**src/rtl/addr_decoder_cfg_loader.sv**
```systemverilog
// Framed byte-stream loader for the address decoder configuration store.
// Frames (A5, ADDR, LEN, data..., CSUM) are buffered and checksum-verified
// before being replayed as consecutive byte writes on the cfg_we port.
module addr_decoder_cfg_loader #(
    parameter int unsigned CFG_SPACE = 160,
    parameter int unsigned MAX_LEN   = 32
) (
    input  logic       cfg_clk,
    input  logic       rst_n,
    input  logic       in_valid,
    input  logic [7:0] in_data,
    output logic       in_ready,
    output logic       cfg_we,
    output logic [7:0] cfg_addr,
    output logic [7:0] cfg_wdata,
    output logic       busy,
    output logic       done,
    output logic       err,
    output logic [1:0] err_code
);

    localparam int unsigned BYTE_W = 8;
    localparam int unsigned IDX_W  = (MAX_LEN > 1) ? $clog2(MAX_LEN) : 1;
    localparam logic [BYTE_W:0]   CFG_SPACE_W = 9'(CFG_SPACE);
    localparam logic [BYTE_W-1:0] MAX_LEN_B   = 8'(MAX_LEN);
    localparam logic [BYTE_W-1:0] SYNC_BYTE   = 8'hA5;
    localparam logic [1:0] ERR_LEN   = 2'd1;
    localparam logic [1:0] ERR_RANGE = 2'd2;
    localparam logic [1:0] ERR_CSUM  = 2'd3;

    typedef enum logic [2:0] {
        S_IDLE, S_ADDR, S_LEN, S_DATA, S_CSUM, S_COMMIT
    } state_t;

    state_t state_q, state_nxt;

    logic [BYTE_W-1:0] addr_q, addr_nxt;
    logic [BYTE_W-1:0] len_q, len_nxt;
    logic [BYTE_W-1:0] sum_q, sum_nxt;
    logic [BYTE_W-1:0] cnt_q, cnt_nxt;

    logic              in_ready_nxt, cfg_we_nxt, busy_nxt, done_nxt, err_nxt;
    logic [BYTE_W-1:0] cfg_addr_nxt, cfg_wdata_nxt;
    logic [1:0]        err_code_nxt;

    logic              buf_we_c;
    logic [BYTE_W-1:0] pay_mem [MAX_LEN];

    logic              accept_c;
    logic [BYTE_W:0]   range_sum_c;
    logic [BYTE_W-1:0] sum_add_c;

    assign accept_c    = in_valid && in_ready;
    assign range_sum_c = {1'b0, addr_q} + {1'b0, in_data};
    assign sum_add_c   = sum_q + in_data;

    // State and datapath registers, outputs included
    always_ff @(posedge cfg_clk or negedge rst_n) begin
        if (!rst_n) begin
            state_q   <= S_IDLE;
            addr_q    <= '0;
            len_q     <= '0;
            sum_q     <= '0;
            cnt_q     <= '0;
            in_ready  <= 1'b0;
            cfg_we    <= 1'b0;
            cfg_addr  <= '0;
            cfg_wdata <= '0;
            busy      <= 1'b0;
            done      <= 1'b0;
            err       <= 1'b0;
            err_code  <= '0;
        end else begin
            state_q   <= state_nxt;
            addr_q    <= addr_nxt;
            len_q     <= len_nxt;
            sum_q     <= sum_nxt;
            cnt_q     <= cnt_nxt;
            in_ready  <= in_ready_nxt;
            cfg_we    <= cfg_we_nxt;
            cfg_addr  <= cfg_addr_nxt;
            cfg_wdata <= cfg_wdata_nxt;
            busy      <= busy_nxt;
            done      <= done_nxt;
            err       <= err_nxt;
            err_code  <= err_code_nxt;
        end
    end

    // Payload buffer; never cleared, only indices below LEN are replayed
    always_ff @(posedge cfg_clk) begin
        if (buf_we_c) begin
            pay_mem[cnt_q[IDX_W-1:0]] <= in_data;
        end
    end

    // Frame parser, checks and commit sequencer
    always_comb begin
        state_nxt     = state_q;
        addr_nxt      = addr_q;
        len_nxt       = len_q;
        sum_nxt       = sum_q;
        cnt_nxt       = cnt_q;
        cfg_we_nxt    = 1'b0;
        cfg_addr_nxt  = cfg_addr;
        cfg_wdata_nxt = cfg_wdata;
        done_nxt      = 1'b0;
        err_nxt       = 1'b0;
        err_code_nxt  = err_code;
        buf_we_c      = 1'b0;

        case (state_q)
            S_IDLE: begin
                if (accept_c && in_data == SYNC_BYTE) begin
                    state_nxt = S_ADDR;
                end
            end
            S_ADDR: begin
                if (accept_c) begin
                    addr_nxt  = in_data;
                    sum_nxt   = in_data;
                    state_nxt = S_LEN;
                end
            end
            S_LEN: begin
                if (accept_c) begin
                    len_nxt = in_data;
                    sum_nxt = sum_add_c;
                    if (in_data == '0 || in_data > MAX_LEN_B) begin
                        err_nxt      = 1'b1;
                        err_code_nxt = ERR_LEN;
                        state_nxt    = S_IDLE;
                    end else if (range_sum_c > CFG_SPACE_W) begin
                        err_nxt      = 1'b1;
                        err_code_nxt = ERR_RANGE;
                        state_nxt    = S_IDLE;
                    end else begin
                        cnt_nxt   = '0;
                        state_nxt = S_DATA;
                    end
                end
            end
            S_DATA: begin
                if (accept_c) begin
                    buf_we_c = 1'b1;
                    sum_nxt  = sum_add_c;
                    cnt_nxt  = 8'(cnt_q + 8'd1);
                    if (8'(cnt_q + 8'd1) == len_q) begin
                        state_nxt = S_CSUM;
                    end
                end
            end
            S_CSUM: begin
                if (accept_c) begin
                    if (sum_add_c != '0) begin
                        err_nxt      = 1'b1;
                        err_code_nxt = ERR_CSUM;
                        state_nxt    = S_IDLE;
                    end else begin
                        cnt_nxt   = '0;
                        state_nxt = S_COMMIT;
                    end
                end
            end
            S_COMMIT: begin
                if (cnt_q < len_q) begin
                    cfg_we_nxt    = 1'b1;
                    cfg_addr_nxt  = 8'(addr_q + cnt_q);
                    cfg_wdata_nxt = pay_mem[cnt_q[IDX_W-1:0]];
                    cnt_nxt       = 8'(cnt_q + 8'd1);
                end else begin
                    done_nxt  = 1'b1;
                    state_nxt = S_IDLE;
                end
            end
            default: begin
                state_nxt = S_IDLE;
            end
        endcase

        in_ready_nxt = (state_nxt != S_COMMIT);
        busy_nxt     = (state_nxt != S_IDLE);
    end

endmodule

```
**config.mk**
```make
export PLATFORM = sky130hd
export DESIGN_NAME = addr_decoder_cfg_loader
export DESIGN_NICKNAME = d
export VERILOG_FILES = /design/src/rtl/addr_decoder_cfg_loader.sv
export SDC_FILE = /design/constraint.sdc
export NUM_CORES = 1
export LEC_CHECK = 0
export CAP_MARGIN = 20
export CORE_ASPECT_RATIO = 1.4
export CORE_MARGIN = 1.5
export CORE_UTILIZATION = 40
export DETAILED_ROUTE_END_ITERATION = 7
export PLACE_DENSITY_LB_ADDON = 0.25
export SETUP_SLACK_MARGIN = 0.4
export SLEW_MARGIN = 20
export SYNTH_ARGS = -nofsm -noshare
export SYNTH_HDL_FRONTEND = slang
export SYNTH_SLANG_ARGS = --single-unit
```
**constraint.sdc**
```tcl
create_clock -name cfg_clk -period 6.6 [get_ports cfg_clk]
set_clock_uncertainty 0.1 [all_clocks]
set_input_delay 0.99 -clock cfg_clk [delete_from_list [all_inputs] [get_ports cfg_clk]]
set_output_delay 0.99 -clock cfg_clk [all_outputs]
set_load 0.05 [all_outputs]
```
==> results.md <==
- Post-synth EDFFs: 256
- Final WL: 31.2 mm
- Slew margin rel.: 32.9%
- DRC: 0
- Die width: 160 µm
- Core area: 0.0339 mm²
- Area Overhead vs Synth: 13.0%
- Max Transition Viols Final: 0
- Min-delay src: sum_q[5]
- Pleak: 5.47 nW
- FILL cells: 2958
- Fraction of the yosys area taken by sequential cells: 66.5%
- Max Cap Viol: 0
- Power consumption: 0.00410 W
- Worst vdd ir: 0.207 mV
- CTS Hold Bufs: 0
- Syn Area/Cell: 15.7 µm²
- Via count: 7552
- Initial antenna violation count: 0
- CTS max path bufs: 3
- DRT antenna net count: 0
- Cell area power density: 264 mW/mm²
- Share of cells above drive strength 1: 16.9%
- TNS Setup: 0 ns
- Boundary Pins: 34
- CP max FO: 12
- Post-CTS sizing: 0
- Status: finished, final reports clean
- Worst-Skew Late Latency: 0.56 ns
- RSZ-0062 raised after global routing: false
- Final core occ: 45.8%
- Initial Util: 40.5%
- Hold_ws: 0.390 ns
- WP data required: 6.98 ns
- Register Area: 0.00914 mm²
- Fin crit share: 62.5%
- Total GRT Usage: 17.8%
- GR peak layer: met2
- Final WS setup: 2.47 ns
- Post-DR wirelength/cell: 22.4 µm
- Crit start category: input pin
- Row count: 80
- Count of cell types in the netlist: 64
- Vias per cell: 5.43
- TritonCTS clock tree: yes
- Inserted Diodes: 0
- Setup-failing EPs final: 0
- Final Hold Vio Count: 0
- Post-Synthesis Net Count: 924
- Setup repair bufs after CTS: 0
- CP Capture Type: flip-flop
- CP Launch Point: in_data[0]
- Main synth FF type: edfxtp_1
- Port bufs: 33
- Yosys top cell area share: 56.0%
- Largest net degree at the start of global routing: 59
- Most common cell after layout, fill and taps aside: edfxtp_1
- Yosys reg bits: 314
- Most frequent cells in the layout: edfxtp_1 (256), nor2_1 (75), mux4_2 (64), dfrtp_1 (56), inv_1 (55)
- Synth top area cells: edfxtp_1 (56%), dfrtp_1 (11%), mux4_2 (10%), ha_1 (3.1%), nor2_1 (2.1%)
- Clock Tree Root: clkbuf_16
- Met3 track demand over resource: 1.81%
- Post-synth ARST share: 18.5%
- Clock Sinks: 314
- Worst EP arrival: 4.51 ns
- M2 GR Usage: 32.0%
- Mapped Cells: 876
- Drt first pass iters: 5
- First-pass GRT wire length: 47.6 mm
- Final #Nets: 965
- Placer Congestion: 0.816
- M1 GR Usage: 21.8%
- Total grt overflow: 0
- Initial DRC Count: 636
- Cell accounting for the most synthesized area: edfxtp_1
- Full die area: 0.0355 mm²
- Inserted Clock Buffers: 29
- Reg clk slew, reported paths: 0.07 ns
- Shortest period the worst path allows: 4.13 ns
- Die Y: 222 µm
- Worst reg2reg startpoint: cnt_q[0]
- Footprint of the multi-input gates: 0.00424 mm²
- Synth warn: 0
- Critical setup path kind: input pin to flip-flop
- Synth Cell Area: 0.0137 mm²
- Fmax: 242 MHz
- HPWL after detailed placement: 20.2 mm
- Worst-margin pin slew: 0.981 ns
- Min-Delay Path Class: flip-flop to flip-flop
- Place WS: 1.85 ns
- Vias in the first global route: 7795
- H-tree levels: 1
## power breakdown
part / switching (W) / internal (W)
sequential: 0.0000167 / 0.00215
clock: 0.000726 / 0.000968
combinational: 0.000148 / 0.0000887
## cells in the mapped netlist, drive strengths merged (4+ instances only)
master	n
a2111oi	8
a211o	4
a211oi	5
a21o	5
a21oi	25
a22oi	12
buf	17
clkbuf	18
dfrtp	58
edfxtp	256
ha	34
inv	56
mux2	15
mux2i	7
mux4	64
nand2	41
nand3	15
nand4	5
nor2	76
nor2b	10
nor3	10
o211ai	13
o21ai	31
o221ai	8
o22ai	9
or3	8
xnor2	14
xor2	11
## state kept, by name, indices dropped and copies added, names as in the netlist
name and count:
pay_mem 256, in_ready 1, busy 1, cfg_addr 8
err 1, cnt_q 8, state_q 3, addr_q 8
cfg_wdata 8, len_q 8, done 1, sum_q 8
err_code 2, cfg_we 1
## per-layer routing
| layer | routed length (µm) | share of wire [%] | vias up |
|---|---|---|---|
| li1 | - | - | 3469 |
| met1 | 12500 | 40 | 3852 |
| met2 | 16300 | 52 | 171 |
| met3 | 1190 | 3.8 | 60 |
| met4 | 1280 | 4.1 | 0 |
| met5 | 0 | 0 | - |
## critical path, stage by stage
cell and delay (ns):
clkdlybuf4s50_1 0.72, ha_1 0.41, fa_1 0.41, a211oi_1 0.37, o21bai_1 0.13, a221oi_1 0.28
o22ai_1 0.12, a2111o_1 0.55, a2bb2oi_4 0.31, mux2i_1 0.21
## worst paths after layout
check / to / slack [ns] / cells after the start
worst max-delay path: cnt_q[1] / 2.47 / 10
min in group asynchronous: sum_q[5] / 0.50 / 2
worst min-delay path: sum_q[5] / 0.39 / 2
max in group asynchronous: cnt_q[0] / 5.30 / 2
worst max register to register: busy / 2.55 / 9
worst min register to register: sum_q[5] / 0.39 / 2
## stage by stage
| stage | instance area (µm²) | instances |
|---|---|---|
| 3_3_place_gp | 14600 | 1337 |
| 2_1_floorplan | 13700 | 876 |
| 5_1_grt | 15500 | 1391 |
| 6_report | 15500 | 1391 |
| 4_1_cts | 15500 | 1391 |
| 3_5_place_dp | 14600 | 1337 |
## logic make-up (layout without fill, tap and decap cells)
group	after synthesis	in the layout	share of synthesized area, %
multiplexers	86	86	12.2
flip-flops	314	314	66.5
XOR/XNOR	25	25	1.59
buffers and inverters	91	155	2.68
AND/OR/NAND/NOR	182	182	6.23
adder cells (fa/ha/maj)	37	37	3.53
AO/OA/AOI/OAI	141	141	7.20
## final cells by class
class / count / share of cell area, %
Clock buffer: 41 / 5.16
Clock inverter: 13 / 1.04
Inverter: 56 / 1.35
Multi-Input combinational cell: 471 / 27.3
Sequential cell: 314 / 58.9
Tap cell: 451 / 3.63
Timing Repair Buffer: 45 / 2.64
Note: power is estimated with default switching activity, not from simulation.
